**src/rtl/reg_dump.sv**
```systemverilog
// reg_dump: debug readout engine for the pipelined RiSC-16 core.
// Borrows one asynchronous read port of the register file and walks an
// inclusive, wrap-capable index range. Each word is streamed to a debug host
// over valid/ready, tagged with its register index.
module reg_dump #(
  parameter int p_WORD_LEN      = 16,
  parameter int p_REG_ADDR_LEN  = 3,
  parameter int p_REG_FILE_SIZE = 8
) (
  input  logic                      i_clk,
  input  logic                      i_rst_n,
  input  logic                      i_start,
  input  logic [p_REG_ADDR_LEN-1:0] i_first,
  input  logic [p_REG_ADDR_LEN-1:0] i_last,
  input  logic                      i_abort,
  output logic [p_REG_ADDR_LEN-1:0] o_rd_addr,
  input  logic [p_WORD_LEN-1:0]     i_rd_data,
  output logic                      o_dump_valid,
  input  logic                      i_dump_ready,
  output logic [p_WORD_LEN-1:0]     o_dump_data,
  output logic [p_REG_ADDR_LEN-1:0] o_dump_addr,
  output logic                      o_dump_last,
  output logic                      o_busy,
  output logic                      o_done
);

  typedef enum logic [1:0] {
    S_IDLE = 2'd0,
    S_READ = 2'd1,
    S_HOLD = 2'd2,
    S_DONE = 2'd3
  } state_t;

  localparam int unsigned              SIZE_U  = p_REG_FILE_SIZE;
  localparam logic [p_REG_ADDR_LEN-1:0] TOP_IDX = p_REG_ADDR_LEN'(p_REG_FILE_SIZE - 1);

  // Indices outside the register file fold back into range when latched.
  function automatic logic [p_REG_ADDR_LEN-1:0] wrap_idx(input logic [p_REG_ADDR_LEN-1:0] idx);
    int unsigned v;
    v = 32'(idx);
    v = v % SIZE_U;
    return v[p_REG_ADDR_LEN-1:0];
  endfunction

  state_t                    state_q, state_d;
  logic [p_REG_ADDR_LEN-1:0] cur_q, cur_d;
  logic [p_REG_ADDR_LEN-1:0] last_idx_q, last_idx_d;
  logic [p_WORD_LEN-1:0]     dump_data_q, dump_data_d;
  logic [p_REG_ADDR_LEN-1:0] dump_addr_q, dump_addr_d;
  logic                      dump_last_q, dump_last_d;
  logic                      dump_valid_q, dump_valid_d;
  logic                      busy_q, busy_d;
  logic                      done_q, done_d;
  logic [p_REG_ADDR_LEN-1:0] rd_addr_q, rd_addr_d;
  logic                      handshake;

  assign handshake = dump_valid_q & i_dump_ready;

  // Next-state logic: walk the range one word at a time, READ then HOLD,
  // and derive every output from the next state so they come out of flops.
  always_comb begin
    state_d     = state_q;
    cur_d       = cur_q;
    last_idx_d  = last_idx_q;
    dump_data_d = dump_data_q;
    dump_addr_d = dump_addr_q;
    dump_last_d = dump_last_q;

    unique case (state_q)
      S_IDLE: begin
        if (i_start && !i_abort) begin
          cur_d      = wrap_idx(i_first);
          last_idx_d = wrap_idx(i_last);
          state_d    = S_READ;
        end
      end
      S_READ: begin
        if (i_abort) begin
          state_d = S_IDLE;
        end else begin
          dump_data_d = i_rd_data;
          dump_addr_d = cur_q;
          dump_last_d = (cur_q == last_idx_q);
          state_d     = S_HOLD;
        end
      end
      S_HOLD: begin
        if (handshake && !dump_last_q) begin
          cur_d = (cur_q == TOP_IDX) ? '0 : cur_q + 1'b1;
        end
        if (i_abort) begin
          state_d = S_IDLE;
        end else if (handshake) begin
          state_d = dump_last_q ? S_DONE : S_READ;
        end
      end
      S_DONE: begin
        state_d = S_IDLE;
      end
      default: begin
        state_d = S_IDLE;
      end
    endcase

    dump_valid_d = (state_d == S_HOLD);
    busy_d       = (state_d != S_IDLE);
    done_d       = (state_d == S_DONE);
    rd_addr_d    = (state_d == S_READ) ? cur_d : '0;
  end

  // State and output registers; reset clears everything immediately.
  always_ff @(posedge i_clk or negedge i_rst_n) begin
    if (!i_rst_n) begin
      state_q      <= S_IDLE;
      cur_q        <= '0;
      last_idx_q   <= '0;
      dump_data_q  <= '0;
      dump_addr_q  <= '0;
      dump_last_q  <= 1'b0;
      dump_valid_q <= 1'b0;
      busy_q       <= 1'b0;
      done_q       <= 1'b0;
      rd_addr_q    <= '0;
    end else begin
      state_q      <= state_d;
      cur_q        <= cur_d;
      last_idx_q   <= last_idx_d;
      dump_data_q  <= dump_data_d;
      dump_addr_q  <= dump_addr_d;
      dump_last_q  <= dump_last_d;
      dump_valid_q <= dump_valid_d;
      busy_q       <= busy_d;
      done_q       <= done_d;
      rd_addr_q    <= rd_addr_d;
    end
  end

  assign o_rd_addr    = rd_addr_q;
  assign o_dump_valid = dump_valid_q;
  assign o_dump_data  = dump_data_q;
  assign o_dump_addr  = dump_addr_q;
  assign o_dump_last  = dump_last_q;
  assign o_busy       = busy_q;
  assign o_done       = done_q;

endmodule

```
**config.mk**
```make
export PLATFORM = sky130hd
export DESIGN_NAME = reg_dump
export DESIGN_NICKNAME = d
export VERILOG_FILES = /design/src/rtl/reg_dump.sv
export SDC_FILE = /design/constraint.sdc
export NUM_CORES = 1
export LEC_CHECK = 0
export CAP_MARGIN = 0
export CORE_ASPECT_RATIO = 1.25
export CORE_UTILIZATION = 35
export DETAILED_ROUTE_END_ITERATION = 8
export DONT_BUFFER_PORTS = 1
export GPL_TIMING_DRIVEN = 0
export PLACE_DENSITY_LB_ADDON = 0.2
export SYNTH_ARGS = -nofsm -noshare
export SYNTH_HDL_FRONTEND = slang
export SYNTH_SLANG_ARGS = --single-unit
```
**constraint.sdc**
```tcl
create_clock -name i_clk -period 2 [get_ports i_clk]
set_clock_uncertainty 0.2 [all_clocks]
set_input_delay 0.4 -clock i_clk [delete_from_list [all_inputs] [get_ports i_clk]]
set_output_delay 0.4 -clock i_clk [all_outputs]
set_load 0.01 [all_outputs]
```
Word-level counts from Yosys, hierarchy flattened. Cells that the tools add are included.

Output and inout bits: 26. Register bits: 34. Input bits: 27.

Reductions and logical operators: 8. Bitwise gates (word level): 2. Equality and inequality tests: 8. $add $sub $neg: 1. Multiplexer cells: 11.

Operators by type and width (count): 3-bit two-way mux (4); 2-bit two-way mux (5); 2-bit equality test (second input constant) (4); 2-bit one-hot mux with 4 select lines (1); 3-bit one-hot mux with 2 select lines (1); 2-bit by 1-bit equality test with 1-bit output (second input constant) (2); 2-bit AND reduction (2); 3-bit by 1-bit adder with 3-bit output (second input constant) (1); 3-bit equality test (1); 3-bit equality test (second input constant) (1); 1-bit logical AND (2); 1-bit logical NOT (2); 2-bit logical NOT (1); 2-bit nonzero test (1); 1-bit AND (1); 1-bit NOT (1).

Logic depth before layout (Yosys ltp). Gate-level depths: netlist of run 1.

Word-level depth: 6. Depth in mapped cells: 5. Depth with buffers taken out: 5.

Worst setup path after synthesis of run 1. No wires, ideal clock.

Kind: reg2reg. Start point: register cur_q[0]. End point: register rd_addr_q[2], in the netlist o_rd_addr[2]. Setup time: 88 ps. Arrival: 1351 ps. Data required time: 1712 ps. Buffers on the path: 0. Slack: 361 ps. Stages on the path, launching flop included: 6. Period minus slack after synthesis: 1639 ps. Cells stage by stage: dfrtp_1 ha_1 ha_1 nand3b_1 mux2_2 a41oi_1.

Longest elaborated chain between the ends: 5. Elaborated cells between the ends (all ways): 6.

RTL lines: start: declaration (line 46) `logic [p_REG_ADDR_LEN-1:0] cur_q, cur_d;`; start signal: assignment (line 126) `cur_q <= cur_d;`; 3-bit by 1-bit adder with 3-bit output or 3-bit equality test (tied branches) (line 89) `cur_d = (cur_q == TOP_IDX) ? '0 : cur_q + 1'b1;`; 3-bit two-way mux * (line 89); 3-bit two-way mux * (line 88) `if (handshake && !dump_last_q) begin`; 3-bit one-hot mux with 2 select lines * (line 69) `unique case (state_q)`; 3-bit two-way mux * (line 108) `rd_addr_d = (state_d == S_READ) ? cur_d : '0;`; net rd_addr_d[2] (line 54) `logic [p_REG_ADDR_LEN-1:0] rd_addr_q, rd_addr_d;`; end signal: assignment (line 134) `rd_addr_q <= rd_addr_d;`; end: declaration (line 54).

The timed path passes the listed nets; every way through them passes the cells marked *. A chain may end at the register's enable or synchronous reset.

Worst setup path in the final report of run 1. Same ends and word-level chain as after synthesis.

==> results of run 1 <==
Yosys cell counts (all sizes together):
cell type  instances
a21oi              1
a41oi              3
and3               1
and3b              1
and4b              1
buf                4
clkbuf             1
dfrtp             34
ha                 2
inv                2
mux2              24
mux2i              1
nand2              6
nand2b             1
nand3b             8
nand4              4
nor2               2
nor2b              3
nor3               2
nor3b              1
nor4b              2
o21ai              4
xnor2              3
final cells by class:
type | count | area [sq um] | share of cell area (%)
inverters | 2 | 7.51 | 0.444
well taps | 56 | 70.1 | 4.14
plain buffers | 5 | 32.5 | 1.92
clock inverters | 1 | 5.00 | 0.296
repair buffers | 2 | 30.0 | 1.78
multi-input cells | 70 | 609 | 36.0
flip-flops and latches | 34 | 851 | 50.3
clock buffers | 7 | 86.3 | 5.10
per-layer routing:
metal | wire length [um] | vias up | global-route usage [%]
met5 | 0 | - | 0
met1 | 1170 | 457 | 16.9
li1 | - | 416 | -
met2 | 1510 | 33 | 23.6
met4 | 108 | 0 | 9.60
met3 | 220 | 9 | 6.70
logic make-up after synthesis:
kind of cell / Yosys count / share of synthesized area [%]
DFF: 34 / 56.7
and+or+nand+nor: 32 / 15.1
AOI/OAI and AO/OA: 8 / 3.42
adders and majority gates: 2 / 1.67
xor gates and xnor gates: 3 / 1.75
buffers and inverters: 7 / 2.67
muxes: 25 / 18.7
worst max-delay path: stages (launching register included):
cell,delay (ps)
dfrtp_1,480
ha_1,240
ha_1,270
nand3b_1,80
mux2_2,280
a41oi_1,160
registers in the layout, summed over array words and instances, names as in the netlist:
signal and cells:
o_done 1, o_dump_data 16, o_dump_addr 3, cur_q 3, last_idx_q 3, state_q 2
o_rd_addr 3, o_dump_last 1, o_busy 1, o_dump_valid 1
worst max path at each step:
| stage | end | slack (ps) | cells past startpoint |
|---|---|---|---|
| after floorplan | o_rd_addr[2]$_DFF_PN0_ | 360 | 5 |
| after global placement | o_dump_addr[0]$_DFFE_PN0P_ | 230 | 4 |
| after detailed placement | o_dump_data[15]$_DFFE_PN0P_ | 210 | 4 |
| after CTS | o_rd_addr[2]$_DFF_PN0_ | 200 | 5 |
| after global routing | o_rd_addr[2]$_DFF_PN0_ | 110 | 5 |
| final | o_rd_addr[2]$_DFF_PN0_ | 210 | 5 |
stage by stage:
stage                     worst slack [ps]  area (sq um)
after floorplan                        361          1500
after global placement                 229          1570
after detailed placement               214          1570
after CTS                              204          1690
after global routing                   112          1690
final                                  215          1690
power breakdown:
group	switching [uW]	internal [uW]	total (uW)
Clock	235	277	512
Combinational	123	187	310
Sequential	227	867	1090
Total	584	1330	1920
==> summary.md, run 1 <==
| Metric | Value |
|---|---|
| Mapped Nets | `140` |
| Pwr Density | `1130 mW/mm^2` |
| Critical path origin | `cur_q[0]$_DFF_PN0_` |
| Final hold vios | `0` |
| Setup crit end kind | `register` |
| Post-CTS Setup Inserts | `0` |
| P_leak | `0.000724 uW` |
| Synth unique cells | `26` |
| P&R area growth vs syn | `12.8%` |
| Relative max-transition margin | `68.4%` |
| Hold Path Depth | `1` |
| Most frequent cells in the layout | `dfrtp_1, mux2_2, nand3b_1, nand2_1, clkbuf_8` |
| Period utilisation layout | `89.3%` |
| TNS Setup | `0 ps` |
| Clk Latency, worst-skew pair | `280 ps` |
| Mapped Cells | `111` |
| Dominant cells by area after synthesis | `dfrtp_1, mux2_2, nand3b_1` |
| Gr usage total | `15.2%` |
| Post-synthesis sequential area ratio | `56.7%` |
| Outcome | `complete, no violations` |
| RR Startpoint | `cur_q[0]$_DFF_PN0_` |
| Diodes inserted | `0` |
| Final max-slew violation count | `0` |
| Synth area leader | `dfrtp_1` |
| Most common cell after layout, fill and taps aside | `dfrtp_1` |
| FF-to-FF path depth | `5` |
| Hold Crit Start | `i_rd_data[10]` |
| Largest net degree at the start of global routing | `35` |
| Placed Instances | `167` |
| Reg2Reg Setup Slack | `210 ps` |
| CTS clock-pin slew for the worst setup and hold paths | `70 ps` |
| Initial core utilization | `36.6%` |
| Share of the synthesized area in the top cell type | `56.7%` |
| Syn_area_per_cell | `13.5 sq um` |
| Port bufs | `0` |
| Number of remaining DRC errors | `0` |
| CTS Buf Count | `5` |
| Initial DRC Count | `62` |
| Hold Slack | `59.2 ps` |
| Rows | `26` |
| Power Total | `1920 uW` |
| WL final | `3.01 mm` |
| CTS tree | `yes` |
| Setup Crit Path Kind | `reg -> reg` |
| First-pass GRT wire length | `4.69 mm` |
| Slew @ Worst Pin | `469 ps` |
| Die ar. | `0.00455 sq mm` |
| Placer congestion estimate | `0.711` |
| Post-CTS sizing | `0` |
| RSZ-0062 raised after global routing | `false` |
| WL/cell | `17.0 um` |
| # fillers | `396` |
| Via density | `5.17` |
| Post-route insts no fill | `177` |
| Total number of vias | `915` |
| Endpoints failing setup | `0` |
| Die height | `75.2 um` |
| Ports | `53` |
| Nets@finish | `149` |
| CTS H-tree depth | `2` |
| CP Data Arrival Time | `1780 ps` |
| Number of clock sinks | `34` |
| Die X | `60.6 um` |
| Dpl hpwl | `2.09 mm` |
| Core Region | `0.00410 sq mm` |
| Worst Path Required | `2000 ps` |
| Hold EP | `o_dump_data[10]$_DFFE_PN0P_` |
| Root buf cell | `clkbuf_8` |
| Startpoint types | `register` |
| DR pass1 iterations | `2` |
| Post-CTS Hold Fix Bufs | `2` |
| Initial antenna violation count | `0` |
| Share of layout cells above drive strength 1 | `32.2%` |
| CP max FO | `7` |
| Hold Path Class | `in -> reg` |
| Number of synthesized register bits | `34` |
| Reg2reg end | `o_rd_addr[2]$_DFF_PN0_` |
| Synth warn | `0` |
| Period minus WS final | `1790 ps` |
| Finished Core Util | `41.3%` |
| Fmax | `0.560 GHz` |
| Gr ovfl total | `0` |
| Max_cap viols | `0` |
| ANT nets after route | `0` |
| Vias in the first global route | `945` |
| Area of the mapped netlist | `0.00150 sq mm` |
| Clk buf depth | `2` |
| Maximum vdd drop | `0.450 mV` |
(Power assumes the default switching activity.)
==> run 2: changes to the inputs <==
--- a/config.mk
+++ b/config.mk
@@ -15,3 +15,4 @@
 export SYNTH_ARGS = -nofsm -noshare
 export SYNTH_HDL_FRONTEND = slang
 export SYNTH_SLANG_ARGS = --single-unit
+export TNS_END_PERCENT = 1
==> results of run 2 <==
Final layout, timing and power as in run 1 (identical DEF).
==> run 3: changes to the inputs <==
--- a/config.mk
+++ b/config.mk
@@ -8,10 +8,12 @@
 export CAP_MARGIN = 0
 export CORE_ASPECT_RATIO = 1.25
 export CORE_UTILIZATION = 35
+export CTS_CLUSTER_SIZE = 12
 export DETAILED_ROUTE_END_ITERATION = 8
 export DONT_BUFFER_PORTS = 1
 export GPL_TIMING_DRIVEN = 0
 export PLACE_DENSITY_LB_ADDON = 0.2
+export SKIP_CTS_REPAIR_TIMING = 1
 export SYNTH_ARGS = -nofsm -noshare
 export SYNTH_HDL_FRONTEND = slang
 export SYNTH_SLANG_ARGS = --single-unit
==> run 3 against run 2 <==
  * Non-clock buffer count unchanged
  * Wire length is 0.46% higher
  * Via count is 1.4% lower
  * Fmax decreased by 0.89%
  * Critical path depth did not move
  * Register-to-register slack lost 20 ps
  * Power barely moved
  * Sequential share of layout area did not move
  * Critical path type unchanged
  * Largest power group unchanged
==> summary.md, run 3 (same netlist as run 1, synthesis figures left out) <==
| Metric | Value |
|---|---|
| Outcome | `complete, no violations` |
| Clk buf depth | `2` |
| CTS H-tree depth | `2` |
| Die X | `60.6 um` |
| Comb power frac | `16.2%` |
| Vias in the first global route | `932` |
| Gr ovfl total | `0` |
| Hold Crit Start | `i_rd_data[10]` |
| WL final | `3.03 mm` |
| Via density | `5.10` |
| Critical path's top delay family | `adder cells` |
| Startpoint types | `register` |
| First-pass GRT wire length | `4.66 mm` |
| Most frequent cells in the layout | `dfrtp_1, mux2_2, nand3b_1, nand2_1, clkbuf_8` |
| Initial core utilization | `36.6%` |
| RR Startpoint | `cur_q[0]$_DFF_PN0_` |
| Final max-slew violation count | `0` |
| ANT nets after route | `0` |
| Slew @ Worst Pin | `475 ps` |
| Die ar. | `0.00455 sq mm` |
| Diodes inserted | `0` |
| Slowest CP cell | `dfrtp_1` |
| CP bufs+invs | `0` |
| Max reg flops | `16` |
| Clk Latency, worst-skew pair | `280 ps` |
| Total number of vias | `902` |
| WL/cell | `17.1 um` |
| Reg2reg end | `o_rd_addr[2]$_DFF_PN0_` |
| CP dominant cell by count | `ha_1` |
| RSZ-0062 raised after global routing | `false` |
| Maximum vdd drop | `0.448 mV` |
| Placer congestion estimate | `0.711` |
| Nets@finish | `149` |
| Share of layout cells above drive strength 1 | `32.2%` |
| Reg2Reg Setup Slack | `200 ps` |
| Ports | `53` |
| Multi-input logic area | `609 sq um` |
| Pwr Density | `1130 mW/mm^2` |
| CTS Buf Count | `5` |
| Period minus WS final | `1800 ps` |
| Number of clock sinks | `34` |
| Gr usage total | `15.1%` |
| Port bufs | `0` |
| CTS clock-pin slew for the worst setup and hold paths | `70 ps` |
| Setup Crit Path Kind | `reg -> reg` |
| Root buf cell | `clkbuf_8` |
| Hold Path Class | `in -> reg` |
| CP Data Arrival Time | `1800 ps` |
| Initial antenna violation count | `0` |
| Hold EP | `o_dump_data[10]$_DFFE_PN0P_` |
| DP Worst Slack | `214 ps` |
| FF-to-FF path depth | `5` |
| Final hold vios | `0` |
| Core Region | `0.00410 sq mm` |
| Largest net degree at the start of global routing | `35` |
| Switch Pwr | `584 uW` |
| Setup crit end kind | `register` |
| Max_cap viols | `0` |
| Clock share of power | `26.8%` |
| Flop pwr share | `57.0%` |
| TNS Setup | `0 ps` |
| Storage element area | `851 sq um` |
| Period utilisation layout | `90.1%` |
| CP cell instances | `ha_1, ha_1, nand3b_1, mux2_2, a41oi_1` |
| Fmax | `0.555 GHz` |
| Slack of the critical path | `199 ps` |
| CP max FO | `7` |
| Hold Path Depth | `1` |
| Endpoints failing setup | `0` |
| Most common cell after layout, fill and taps aside | `dfrtp_1` |
| Number of remaining DRC errors | `0` |
| Switch share | `30.5%` |
| Worst Path Required | `2000 ps` |
| Initial DRC Count | `51` |
| Die height | `75.2 um` |
| P_leak | `0.000724 uW` |
| Int Pwr | `1330 uW` |
| Critical path's largest stage delay | `480 ps` |
| DR pass1 iterations | `4` |
| CTS tree | `yes` |
| # fillers | `395` |
| P&R area growth vs syn | `12.8%` |
| Relative max-transition margin | `68.0%` |
| Rows | `26` |
| Dpl hpwl | `2.09 mm` |
[run 3: cell counts in the layout (fill, tap and decap cells not counted)]
No cell type changed its count.
[run 3: cell type report]
class | count | share of cell area [%]
sequential | 34 | 50.3
multi-input combinational | 70 | 36.0
tap | 56 | 4.14
clock inverter | 1 | 0.296
clock buffer | 7 | 5.10
buffer | 5 | 1.92
inverter | 2 | 0.444
timing repair buffer | 2 | 1.78
[run 3: worst reg2reg max path, stage by stage (launching register included)]
cell,delay (ps)
dfrtp_1,480
ha_1,250
ha_1,270
nand3b_1,80
mux2_2,280
a41oi_1,170
[run 3: routing by layer]
metal | vias up | wire [um] | track usage (%)
met1 | 443 | 1180 | 16.9
met4 | 0 | 104 | 9.60
met2 | 31 | 1510 | 23.0
met3 | 9 | 236 | 7.04
li1 | 419 | - | -
met5 | - | 0 | 0
[run 3: through the flow]
step                      cells  hold slack, ps  cell area, sq um  power (uW)  util, %
after floorplan             111           -95.6              1500        1310        -
after global placement      167           -94.8              1570        1380     38.3
after detailed placement    167           -94.8              1570        1400     38.3
after CTS                   175            -407              1660        1930     40.5
after global routing        177            40.1              1690        2030     41.3
final                       177            59.6              1690        1920     41.3
[run 3: power by group through the flow]
stage                     clock [uW]  combinational [uW]  sequential, uW
after floorplan                    0                 255            1050
after global placement             0                 279            1100
after detailed placement           0                 292            1110
after CTS                        534                 294            1100
after global routing             564                 352            1120
final                            514                 310            1090
[run 3: how the worst max path moves through the flow]
stage                            start                     endpoint  slack (ps)  cells after the start
CTS                 cur_q[0]$_DFF_PN0_       o_rd_addr[2]$_DFF_PN0_         200                      5
floorplan           cur_q[0]$_DFF_PN0_       o_rd_addr[2]$_DFF_PN0_         360                      5
finish              cur_q[0]$_DFF_PN0_       o_rd_addr[2]$_DFF_PN0_         200                      5
global route        cur_q[0]$_DFF_PN0_       o_rd_addr[2]$_DFF_PN0_         110                      5
global placement               i_abort   o_dump_addr[0]$_DFFE_PN0P_         230                      4
detailed placement             i_abort  o_dump_data[15]$_DFFE_PN0P_         210                      4
